## src/rtl/pmu_jtag_pkg.sv

```systemverilog
// Shared types and TMS pattern constants for the PMU JTAG initiator.
// Optional response path is enabled by defining PMU_JTAG_DRV_RSP_EN.
package pmu_jtag_pkg;

  localparam int unsigned PAT_W = 6;

  typedef enum logic [1:0] {
    OP_RESET    = 2'd0,
    OP_IDLE     = 2'd1,
    OP_SHIFT_IR = 2'd2,
    OP_SHIFT_DR = 2'd3
  } jtag_op_e;

  typedef enum logic [2:0] {
    ST_IDLE  = 3'd0,
    ST_PRE   = 3'd1,
    ST_SHIFT = 3'd2,
    ST_POST  = 3'd3,
    ST_RESP  = 3'd4
  } jtag_state_e;

  // TMS patterns are stored LSB first: bit 0 is the first TCK.
  localparam logic [PAT_W-1:0] RESET_TMS  = 6'b01_1111;
  localparam int unsigned      RESET_LEN  = 6;
  localparam logic [PAT_W-1:0] IR_PRE_TMS = 6'b00_0011;
  localparam int unsigned      IR_PRE_LEN = 4;
  localparam logic [PAT_W-1:0] DR_PRE_TMS = 6'b00_0001;
  localparam int unsigned      DR_PRE_LEN = 3;
  localparam logic [PAT_W-1:0] POST_TMS   = 6'b00_0001;
  localparam int unsigned      POST_LEN   = 2;

  // Preamble TMS pattern for an op; RESET is a pure preamble, IDLE has none.
  function automatic logic [PAT_W-1:0] pre_tms(jtag_op_e op);
    case (op)
      OP_RESET:    return RESET_TMS;
      OP_SHIFT_IR: return IR_PRE_TMS;
      OP_SHIFT_DR: return DR_PRE_TMS;
      default:     return '0;
    endcase
  endfunction

  // Index of the last preamble TCK for an op.
  function automatic int unsigned pre_last(jtag_op_e op);
    case (op)
      OP_RESET:    return RESET_LEN - 1;
      OP_SHIFT_IR: return IR_PRE_LEN - 1;
      OP_SHIFT_DR: return DR_PRE_LEN - 1;
      default:     return 0;
    endcase
  endfunction

endpackage

```

## src/rtl/pmu_jtag_tck_gen.sv

```systemverilog
// TCK generator: divides clk by 2*CLK_DIV while enabled and flags the
// clk edge on which TCK will rise or fall.
module pmu_jtag_tck_gen #(
  parameter int unsigned CLK_DIV = 2
) (
  input  logic clk_i,
  input  logic rst_n_i,
  input  logic en_i,
  output logic tck_o,
  output logic rise_tick_c,
  output logic fall_tick_c
);

  localparam int unsigned CNT_W = (CLK_DIV > 1) ? $clog2(CLK_DIV) : 1;

  logic [CNT_W-1:0] cnt_q;
  logic             half_done_c;

  assign half_done_c = en_i && (cnt_q == CNT_W'(CLK_DIV - 1));
  assign rise_tick_c = half_done_c && !tck_o;
  assign fall_tick_c = half_done_c && tck_o;

  // Half-period counter; TCK parks low whenever the generator is idle.
  always_ff @(posedge clk_i or negedge rst_n_i) begin
    if (!rst_n_i) begin
      cnt_q <= '0;
      tck_o <= 1'b0;
    end else if (!en_i) begin
      cnt_q <= '0;
      tck_o <= 1'b0;
    end else if (half_done_c) begin
      cnt_q <= '0;
      tck_o <= ~tck_o;
    end else begin
      cnt_q <= cnt_q + CNT_W'(1);
    end
  end

endmodule

```

## src/rtl/pmu_jtag_driver.sv

```systemverilog
// Host-side JTAG initiator for the PMU test port: turns word-level
// commands into TMS/TDI sequences and captures TDO during shifts.
// Define PMU_JTAG_DRV_RSP_EN to build the TDO capture and response path.
module pmu_jtag_driver
  import pmu_jtag_pkg::*;
#(
  parameter int unsigned CLK_DIV = 2,
  parameter int unsigned DATA_W  = 32
) (
  input  logic              clk_i,
  input  logic              rst_n_i,
  input  logic              cmd_valid_i,
  output logic              cmd_ready_o,
  input  logic [1:0]        cmd_op_i,
  input  logic [4:0]        cmd_len_i,
  input  logic [DATA_W-1:0] cmd_data_i,
  output logic              rsp_valid_o,
  input  logic              rsp_ready_i,
  output logic [DATA_W-1:0] rsp_data_o,
  output logic              tck_o,
  output logic              tms_o,
  output logic              tdi_o,
  input  logic              tdo_i,
  output logic              busy_o
);

  localparam int unsigned LEN_W = $clog2(DATA_W + 1);

  jtag_state_e       state_q;
  jtag_op_e          op_q;
  logic [LEN_W-1:0]  len_q;
  logic [LEN_W-1:0]  idx_q;
  logic [DATA_W-1:0] data_q;
  logic [PAT_W-1:0]  pat_q;

  logic              rise_tick_c;
  logic              fall_tick_c;
  logic              phase_end_c;
  logic              next_last_c;
  logic [PAT_W-1:0]  acc_pat_c;
  jtag_op_e          acc_op_c;

  pmu_jtag_tck_gen #(
    .CLK_DIV(CLK_DIV)
  ) u_tck_gen (
    .clk_i      (clk_i),
    .rst_n_i    (rst_n_i),
    .en_i       (busy_o),
    .tck_o      (tck_o),
    .rise_tick_c(rise_tick_c),
    .fall_tick_c(fall_tick_c)
  );

  // Decode of the incoming op and of phase boundaries for the sequencer.
  always_comb begin
    acc_op_c    = jtag_op_e'(cmd_op_i);
    acc_pat_c   = pre_tms(acc_op_c);
    next_last_c = (idx_q + LEN_W'(2)) == len_q;
    phase_end_c = 1'b0;
    case (state_q)
      ST_PRE:   phase_end_c = (idx_q == LEN_W'(pre_last(op_q)));
      ST_SHIFT: phase_end_c = (idx_q == (len_q - LEN_W'(1)));
      ST_POST:  phase_end_c = (idx_q == LEN_W'(POST_LEN - 1));
      default:  phase_end_c = 1'b0;
    endcase
  end

`ifdef PMU_JTAG_DRV_RSP_EN
  logic [DATA_W-1:0] cap_q;

  // TDO capture: shift in from the top on each shift-bit TCK rising edge.
  always_ff @(posedge clk_i or negedge rst_n_i) begin
    if (!rst_n_i) begin
      cap_q <= '0;
    end else if ((state_q == ST_SHIFT) && rise_tick_c) begin
      cap_q <= {tdo_i, cap_q[DATA_W-1:1]};
    end
  end
`else
  logic unused_rsp;
  assign unused_rsp  = ^{rsp_ready_i, tdo_i, rise_tick_c};
  assign rsp_valid_o = 1'b0;
  assign rsp_data_o  = '0;
`endif

  // Sequencer: each TCK falling edge loads the next TCK's TMS/TDI.
  always_ff @(posedge clk_i or negedge rst_n_i) begin
    if (!rst_n_i) begin
      state_q     <= ST_IDLE;
      op_q        <= OP_RESET;
      len_q       <= '0;
      idx_q       <= '0;
      data_q      <= '0;
      pat_q       <= '0;
      tms_o       <= 1'b1;
      tdi_o       <= 1'b0;
      busy_o      <= 1'b0;
      cmd_ready_o <= 1'b1;
`ifdef PMU_JTAG_DRV_RSP_EN
      rsp_valid_o <= 1'b0;
      rsp_data_o  <= '0;
`endif
    end else begin
      case (state_q)
        ST_IDLE: begin
          if (cmd_valid_i && cmd_ready_o) begin
            op_q        <= acc_op_c;
            len_q       <= (cmd_len_i == '0) ? LEN_W'(DATA_W) : LEN_W'(cmd_len_i);
            idx_q       <= '0;
            pat_q       <= acc_pat_c;
            tms_o       <= acc_pat_c[0];
            tdi_o       <= 1'b0;
            busy_o      <= 1'b1;
            cmd_ready_o <= 1'b0;
            if (acc_op_c == OP_IDLE) begin
              state_q <= ST_SHIFT;
              data_q  <= '0;
            end else begin
              state_q <= ST_PRE;
              data_q  <= cmd_data_i;
            end
          end
        end

        ST_PRE: begin
          if (fall_tick_c) begin
            if (!phase_end_c) begin
              idx_q <= idx_q + LEN_W'(1);
              pat_q <= pat_q >> 1;
              tms_o <= pat_q[1];
            end else if (op_q == OP_RESET) begin
              state_q     <= ST_IDLE;
              busy_o      <= 1'b0;
              cmd_ready_o <= 1'b1;
              tdi_o       <= 1'b0;
            end else begin
              state_q <= ST_SHIFT;
              idx_q   <= '0;
              tms_o   <= (len_q == LEN_W'(1));
              tdi_o   <= data_q[0];
            end
          end
        end

        ST_SHIFT: begin
          if (fall_tick_c) begin
            if (!phase_end_c) begin
              idx_q  <= idx_q + LEN_W'(1);
              data_q <= data_q >> 1;
              tdi_o  <= data_q[1];
              tms_o  <= (op_q != OP_IDLE) && next_last_c;
            end else if (op_q == OP_IDLE) begin
              state_q     <= ST_IDLE;
              busy_o      <= 1'b0;
              cmd_ready_o <= 1'b1;
              tdi_o       <= 1'b0;
            end else begin
              state_q <= ST_POST;
              idx_q   <= '0;
              pat_q   <= POST_TMS;
              tms_o   <= POST_TMS[0];
              tdi_o   <= 1'b0;
            end
          end
        end

        ST_POST: begin
          if (fall_tick_c) begin
            if (!phase_end_c) begin
              idx_q <= idx_q + LEN_W'(1);
              pat_q <= pat_q >> 1;
              tms_o <= pat_q[1];
            end else begin
              busy_o <= 1'b0;
`ifdef PMU_JTAG_DRV_RSP_EN
              state_q     <= ST_RESP;
              rsp_valid_o <= 1'b1;
              rsp_data_o  <= cap_q >> (LEN_W'(DATA_W) - len_q);
`else
              state_q     <= ST_IDLE;
              cmd_ready_o <= 1'b1;
`endif
            end
          end
        end

`ifdef PMU_JTAG_DRV_RSP_EN
        ST_RESP: begin
          if (rsp_ready_i) begin
            state_q     <= ST_IDLE;
            rsp_valid_o <= 1'b0;
            cmd_ready_o <= 1'b1;
          end
        end
`endif

        default: begin
          state_q     <= ST_IDLE;
          busy_o      <= 1'b0;
          cmd_ready_o <= 1'b1;
        end
      endcase
    end
  end

endmodule

```

## config.mk

```make
export PLATFORM = sky130hd
export DESIGN_NAME = pmu_jtag_driver
export DESIGN_NICKNAME = d
export VERILOG_FILES = /design/src/rtl/pmu_jtag_pkg.sv /design/src/rtl/pmu_jtag_tck_gen.sv /design/src/rtl/pmu_jtag_driver.sv
export SDC_FILE = /design/constraint.sdc
export NUM_CORES = 1
export LEC_CHECK = 0
export BUFFER_PORTS_ARGS = -buffer_cell sky130_fd_sc_hd__clkbuf_2
export CELL_PAD_IN_SITES_DETAIL_PLACEMENT = 0
export CELL_PAD_IN_SITES_GLOBAL_PLACEMENT = 1
export CORE_ASPECT_RATIO = 1.75
export CORE_MARGIN = 2
export CORE_UTILIZATION = 45
export CTS_CLUSTER_DIAMETER = 50
export DETAILED_ROUTE_END_ITERATION = 7
export GPL_TIMING_DRIVEN = 0
export PLACE_DENSITY = 0.82
export SYNTH_ARGS = -nofsm -noshare
export SYNTH_HDL_FRONTEND = slang
export SYNTH_SLANG_ARGS = --single-unit
```

## constraint.sdc

```tcl
create_clock -name clk_i -period 5.6 [get_ports clk_i]
set_input_delay 0 -clock clk_i [delete_from_list [all_inputs] [get_ports clk_i]]
set_output_delay 0 -clock clk_i [all_outputs]
set_load 0.005 [all_outputs]
```

==> metrics.cfg, run 1 <==
[run_status]
status=finished clean

[worst_setup_path]
cp-startpoint=state_q[0]
cp-end-kind=flop
r2r_slack_ps=2470
r2r-start=state_q[0]
cp-start-kind=flop
required_ps=5810
critPathMaxFanout=10
path_class=reg -> reg
crit_arrival_ps=3340

[clocking]
htree_levels=3
tritoncts=yes
cts_buffers=9
insertion_delay_ps=330
cts_buffer_depth=2
cts_sinks=58
clk_pin_slew_ps=50
cts-root-buf=clkbuf_16

[logic_synthesis]
synth_ff_type=dfrtp_1
yosys.cell_types.count=52
ys_ff_latch=58
synth_cells=343
syn_avg_cell_area_um2=11.0
seq_area_frac_synth_pct=38.5
synth-edff-count=0
yosysWarningCount=0
syn_area_um2=3770
async_reset_ff_share_pct=100

[place]
dp_hpwl_um=5710
gp_congestion=0.850
placed_cell_area_um2=4240
port_buffers=46

[cells_and_area]
post-route-cell-area_um2=4630
antennaDiodeCount=0
drive_above_1_share_pct=34.3
fin_nets=494
syn2layout_area_growth_pct=22.6

[power]
powerDensity_nw_per_um2=580
switching_share_pct=36.4
p_comb_share_pct=51.1
peakVddDrop_v=0.000375
power.total_mw=2.69
p_leak_nw=2.33
p_int_mw=1.71
p_sw_mw=0.979
seqPwrFrac_pct=28.6
clkPwrFrac_pct=20.3

[timing]
fin_crit_ps=3130
clock-skew-final_ps=7.41
tightest_slew_ps=814
period_share_pct=55.9
setup_violations=0
clock.fmax_ghz=0.320
rsz0062_at_grt=false
max-slew-margin-rel_pct=45.8
setup-tns-final_ps=0
final-max-slew-violation-count=0
holdWs_ps=8.30
hold_viol=0

[die]
rows=44
core_area_um2=8200
die_x_um=73.2
dieArea_um2=9170
die_h_um=125
io_pins=82
initial_utilization_pct=46.0

[global_routing]
grt_max_degree=59
grt_remaining_overflow=0
grt_usage_pct=18.0
antenna_found_initial=0
grt_pass1_vias=2762
grt_pass1_wl_um=12900

[hold_path]
hp-class=in -> reg
hold_start=cmd_op_i[0]

[run]
cap_violations=0

[route]
drc=0
drt_iter0_drc=104
firstDrtPassIters=5
wl_um=7840
via_count=2753
viasPerCell=5.12
postRouteAntennaNets=0
wl_per_cell_um=14.6

## path summary, 6_finish.rpt
kind | endpoint | depth (start not counted)
hold / removal | op_q[0] | 3
max in group asynchronous | data_q[9] | 2
setup / recovery | data_q[21] | 11
min in group asynchronous | idx_q[2] | 2
hold reg to reg | u_tck_gen.cnt_q | 1
setup reg to reg | data_q[21] | 11
## sequential cells by signal, summed over array words and instances, names as in the netlist
name             flops
len_q                6
u_tck_gen.tck_o      1
u_tck_gen.cnt_q      1
data_q              32
busy_o               1
tdi_o                1
state_q              2
cmd_ready_o          1
tms_o                1
idx_q                6
op_q                 2
pat_q                4
## cell usage after synthesis (3+ instances only)
library cell / number / area (µm²)
mux2_4: 29 / 435
nor3_1: 3 / 15.0
o31a_1: 3 / 26.3
xnor2_1: 9 / 78.8
xor2_1: 4 / 35.0
mux2_2: 15 / 169
clkbuf_1: 14 / 52.6
a22o_1: 31 / 272
mux2i_1: 8 / 80.1
o22ai_1: 3 / 18.8
dfrtp_1: 56 / 1400
nand2_1: 16 / 60.1
nand3_1: 7 / 35.0
nand2b_1: 6 / 37.5
nor4_1: 4 / 25.0
inv_1: 15 / 56.3
nor3b_1: 3 / 22.5
a21oi_1: 13 / 65.1
o21ai_0: 10 / 50.1
nor2b_1: 3 / 18.8
nor2_1: 13 / 48.8
ha_1: 9 / 113
buf_4: 33 / 248
buf_12: 3 / 60.1
## kinds of logic (layout without fill, tap and decap cells)
logic type      count (synthesis)  after routing  share of synthesized area (%)
compound gates                 77             77                           16.3
xor+xnor                       13             13                           3.02
fa+ha+maj                       9              9                           2.98
buf+inv                        67            138                           11.5
flops                          58             58                           38.5
mux                            52             52                           18.1
other cells                     1             33                         0.0993
simple gates                   66             66                           9.51
## worst max-delay path: stages (launching register included)
cell and delay [ps]:
dfrtp_1 390, inv_1 100, ha_1 210, buf_6 130, nor2b_1 140, or3_1 390, a221oi_4 290, nand4_4 190
or2_4 330, a31oi_4 350, buf_12 200, mux2_4 300
## power by group through the flow
stage,Combinational (mW),Clock (mW),Sequential (mW)
floorplan,1.14,0,0.721
global placement,1.34,0,0.765
detailed placement,1.37,0,0.771
CTS,1.38,0.558,0.770
global route,1.50,0.574,0.792
finish,1.37,0.545,0.768
## cells in the final DEF (no fill, tap or decap), types with 3 or more instances in the layout
master	count
o22ai_1	3
clkbuf_16	9
mux2i_1	8
xnor2_1	9
dfrtp_1	56
a22o_1	31
nand2b_1	6
ha_1	9
nand2_1	16
mux2_4	29
clkinv_2	3
o31a_1	3
nor3_1	3
inv_1	15
a21oi_1	13
clkbuf_1	15
nand3_1	7
dlygate4sd3_1	9
buf_12	3
buf_4	33
mux2_2	15
nor4_1	4
xor2_1	4
conb_1	33
nor3b_1	3
o21ai_0	10
nor2b_1	3
clkbuf_2	45
nor2_1	13
## area by class of cell
type                    instances  area [µm²]
flip-flops and latches         58        1450
clock buffers                  11         243
clock inverters                 5        53.8
plain buffers                  52         377
inverters                      15        56.3
multi-input cells             250        2010
fillers                       720        3570
repair buffers                 55         323
well taps                      92         115
## repair_timing
| item | 4_1_cts | 5_1_grt |
|---|---|---|
| setup buffers | 0 | 0 |
| gates resized for setup | 0 | 0 |
| hold endpoints to repair | 64 | 0 |
| hold buffers | 9 | 0 |
## per-layer routing
layer	vias to the layer above	share of wire [%]	track usage, %
met5	-	0	0
met4	0	2.6	8.93
met3	18	5.0	4.19
met2	82	54	31.4
met1	1292	39	19.6
li1	1361	-	-
## metrics by stage
stage | utilization, % | cells | setup slack (ps)
after floorplan | - | 375 | 2680
after detailed placement | 51.7 | 513 | 2490
after global placement | 51.7 | 513 | 2520
after global routing | 56.4 | 538 | 2370
final | 56.4 | 538 | 2470
after CTS | 56.4 | 538 | 2470
Note: power is estimated with default switching activity, not from simulation.
==> inputs of run 2 (changes only) <==
Settings changed: CORE_UTILIZATION 45 to 43, PLACE_DENSITY 0.82 to 0.79.
Clock period 5.6 ns to 3.15 ns, I/O delays scaled along.
==> metrics.cfg, run 2 (synthesis results as in run 1) <==
[place]
dp_hpwl_um=5960
port_buffers=46
place_inst=538
dp_worst_setup_slack_ps=40.5
gp_congestion=0.818

[power]
peakVddDrop_v=0.000743
powerDensity_nw_per_um2=1030
power.total_mw=4.85
p_leak_nw=2.36

[worst_setup_path]
cp_cell_sequence=inv_2, ha_1, buf_6, nor2b_1, or3_1, a221oi_4, nand4_4, o21ba_2, o21ai_1, mux2_2
crit_arrival_ps=3220
critPathTopFamily=compound AO/OA/AOI/OAI gates
path_class=reg -> reg
cp_num_buf_inv=2
cp-end-kind=flop
critPathMaxFanout=7
required_ps=3360
cp-start-kind=flop
slowest_stage=o21ai_1
cp_slowest_stage_delay_ps=490

[global_routing]
grt_remaining_overflow=0
antenna_found_initial=0
grt_max_degree=59
grt_pass1_wl_um=13000
grt_usage_pct=17.9
grt_pass1_vias=2738

[cells_and_area]
regMostFlops=data_q
syn2layout_area_growth_pct=24.9
final_core_util_pct=54.7
fin_nets=498
mostFrequentLayoutCell=dfrtp_1
drive_above_1_share_pct=34.7
largest_reg_flops=32
nFillCells=795
top_regs=data_q: 32 flops, idx_q: 6 flops, len_q: 6 flops
final_cells=566
layout_common_cells=56 x dfrtp_1, 45 x clkbuf_2, 35 x buf_4, 33 x conb_1, 31 x a22o_1
antennaDiodeCount=0

[timing]
setup_violations=0
max-slew-margin-rel_pct=47.6
period_share_pct=95.5
fin_crit_ps=3010
clock.fmax_ghz=0.332
holdWs_ps=19.5
clock-skew-final_ps=3.65
hold_viol=0
finalWorstSetupSlack_ps=140
final-max-slew-violation-count=0
tightest_slew_ps=786

[hold_path]
hp-class=in -> reg

[die]
initial_utilization_pct=43.8
dieArea_um2=9570
io_pins=82
die_x_um=74.8
die_h_um=128
rows=45
core_area_um2=8610

[clocking]
cts_sinks=58
insertion_delay_ps=320
clk_pin_slew_ps=50
cts-root-buf=clkbuf_16
htree_levels=3
cts_buffers=9
tritoncts=yes
cts_buffer_depth=2

[route]
drc=0
viasPerCell=4.87
wl_um=7890
postRouteAntennaNets=0
firstDrtPassIters=4
drt_iter0_drc=92
via_count=2754
wl_per_cell_um=13.9

[run_status]
status=finished clean

[run]
cap_violations=0

[run 2: metrics by stage]
step / TNS [ps] / instance area, µm²
after detailed placement: 0 / 4270
after global routing: -2.58 / 4710
after floorplan: 0 / 3890
after CTS: 0 / 4680
final: 0 / 4710
after global placement: 0 / 4270
[run 2: path summary, 6_finish.rpt]
path,cells past startpoint,end,from,slack (ps)
max in group asynchronous,2,len_q[3],rst_n_i,2310
min in group asynchronous,2,idx_q[2],rst_n_i,320
setup / recovery,10,pat_q[4],state_q[0],140
hold / removal,3,data_q[0],cmd_data_i[0],20
hold reg to reg,1,u_tck_gen.cnt_q,u_tck_gen.cnt_q,500
setup reg to reg,10,pat_q[4],state_q[0],140
[run 2: where the power goes]
group	switching, mW	internal, mW	total (mW)
sequential	0.278	1.09	1.37
clock	0.313	0.670	0.982
combinational	1.14	1.36	2.50
[run 2: layer usage]
metal / up-vias / GRT usage, % / part of all wire, %
met3: 13 / 4.56 / 3.2
met5: - / 0 / 0
li1: 1365 / - / -
met1: 1325 / 20.0 / 39
met4: 0 / 7.67 / 2.7
met2: 51 / 31.3 / 56
[run 2: layout make-up]
type / instances / area [µm²] / share of cell area, %
multi-input combinational: 250 / 2010 / 42.6
tap: 117 / 146 / 3.11
inverter: 15 / 56.3 / 1.19
sequential: 58 / 1450 / 30.8
clock buffer: 13 / 270 / 5.73
timing repair buffer: 59 / 368 / 7.80
clock inverter: 2 / 35.0 / 0.743
buffer: 52 / 377 / 7.99
[run 2: worst reg2reg max path: cells and delay by family (launching register included)]
kind	cells	cell delay, ps
simple gates	3	680
buf+inv	2	200
compound gates	3	1020
flops	1	390
mux	1	400
fa+ha+maj	1	210
[run 2: repair_timing]
action	4_1_cts	5_1_grt
hold buffers	10	0
endpoints found under the hold margin	65	0
endpoints found under the setup margin	0	31
gates resized for setup	0	1
setup buffers	0	3
==> inputs of run 3 (changes only) <==
==> constraint.sdc (replaced) <==
create_clock -name clk_i -period 3.15 [get_ports clk_i]
set_input_delay 0.315 -clock clk_i [delete_from_list [all_inputs] [get_ports clk_i]]
set_output_delay 0.315 -clock clk_i [all_outputs]
set_load 0.005 [all_outputs]
==> metrics.cfg, run 3 (synthesis results as in run 1) <==
[timing]
clock-skew-final_ps=4.51
period_share_pct=95.7
setup_violations=0
tightest_slew_ps=784
final-max-slew-violation-count=0
fin_crit_ps=3020
hold_viol=0
max-slew-margin-rel_pct=47.7
clock.fmax_ghz=0.332

[worst_setup_path]
path_class=reg -> reg
r2r_slack_ps=130
cp-end-kind=flop
required_ps=3360
cp-start-kind=flop
r2r-start=state_q[0]
r2r_cells=10
critPathMaxFanout=7
r2r_end=pat_q[4]
crit_arrival_ps=3230

[cells_and_area]
layout_common_cells=56 x dfrtp_1, 45 x clkbuf_2, 35 x buf_4, 33 x conb_1, 31 x a22o_1
final_core_util_pct=53.6
seq_area_um2=1450
post-route-cell-area_um2=4610
fin_nets=488
largest_reg_flops=32
multi_input_area_um2=2010
regMostFlops=data_q
antennaDiodeCount=0
top_regs=data_q: 32 flops, idx_q: 6 flops, len_q: 6 flops
syn2layout_area_growth_pct=22.2
drive_above_1_share_pct=35.5
mostFrequentLayoutCell=dfrtp_1
nFillCells=801

[clocking]
cts_buffer_depth=2
cts_sinks=58
cts-root-buf=clkbuf_16
cts_buffers=9
htree_levels=3
tritoncts=yes
insertion_delay_ps=330
clk_pin_slew_ps=50

[route]
drc=0
wl_um=7880
viasPerCell=4.92
wl_per_cell_um=14.2
firstDrtPassIters=5
drt_iter0_drc=109
via_count=2738
postRouteAntennaNets=0

[power]
powerDensity_nw_per_um2=1050
clkPwrFrac_pct=20.3
power.total_mw=4.84
p_comb_share_pct=51.4
p_sw_mw=1.73
peakVddDrop_v=0.000744
p_leak_nw=2.31
switching_share_pct=35.7
p_int_mw=3.11
seqPwrFrac_pct=28.2

[global_routing]
grt_remaining_overflow=0
grt_usage_pct=17.7
antenna_found_initial=0
grt_pass1_vias=2684
grt_max_degree=59
grt_pass1_wl_um=12800

[place]
dp_hpwl_um=5960
port_buffers=46
gp_congestion=0.818
placed_cell_area_um2=4270

[die]
rows=45
io_pins=82
core_area_um2=8610
die_x_um=74.8
initial_utilization_pct=43.8
die_h_um=128
dieArea_um2=9570

[run]
cap_violations=0

[run_status]
status=finished clean

[hold_path]
hp-class=in -> async

-- run 3: power by group through the flow --
| stage | clock (mW) | sequential (mW) | combinational [mW] |
|---|---|---|---|
| 2_1_floorplan | 0 | 1.28 | 2.04 |
| 3_3_place_gp | 0 | 1.36 | 2.40 |
| 3_5_place_dp | 0 | 1.37 | 2.44 |
| 4_1_cts | 1.00 | 1.37 | 2.45 |
| 5_1_grt | 1.04 | 1.42 | 2.73 |
| 6_report | 0.985 | 1.37 | 2.49 |
-- run 3: area by class of cell --
class / count / area share, %
multi-input combinational: 250 / 43.5
sequential: 58 / 31.5
buffer: 52 / 8.16
clock buffer: 13 / 5.86
timing repair buffer: 49 / 5.80
tap: 117 / 3.17
inverter: 15 / 1.22
clock inverter: 2 / 0.759
-- run 3: worst max path at each step --
stage / slack [ps] / depth (start not counted) / endpoint / startpoint
after floorplan: 230 / 11 / data_q[0] / state_q[0]
after detailed placement: 40 / 11 / data_q[5] / state_q[0]
final: 130 / 10 / pat_q[4] / state_q[0]
after global placement: 60 / 11 / data_q[10] / state_q[0]
after CTS: 20 / 11 / data_q[5] / state_q[0]
after global routing: -3 / 10 / data_q[5] / state_q[0]
-- run 3: stage by stage --
step	setup WS [ps]	instances	hold WS [ps]	setup TNS, ps
final	134	556	88.8	0
after global routing	-2.58	556	148	-2.58
after CTS	19.8	553	119	0
after detailed placement	40.5	538	468	0
after global placement	63.6	538	479	0
after floorplan	235	375	19.4	0
-- run 3: per-layer routing --
layer  GRT usage (%)  up-vias  wire length [µm]
li1                -     1346                 -
met1            20.1     1320              3070
met2            30.5       56              4300
met3            4.56       16               302
met4            7.67        0               210
met5               0        -                 0
-- run 3: worst max-delay path, cell delays in order (launching register included) --
cell and delay, ps:
dfrtp_1 390, inv_2 70, ha_1 210, buf_6 130, nor2b_1 140, or3_1 380
a221oi_4 280, nand4_4 160, o21ba_2 240, o21ai_1 490, mux2_2 400
-- run 3: repair_timing --
action | in CTS | in global routing
endpoints found under the hold margin | 0 | 0
gates resized for setup | 0 | 1
setup buffers | 0 | 3
setup endpoints to repair | 0 | 31
hold buffers | 0 | 0
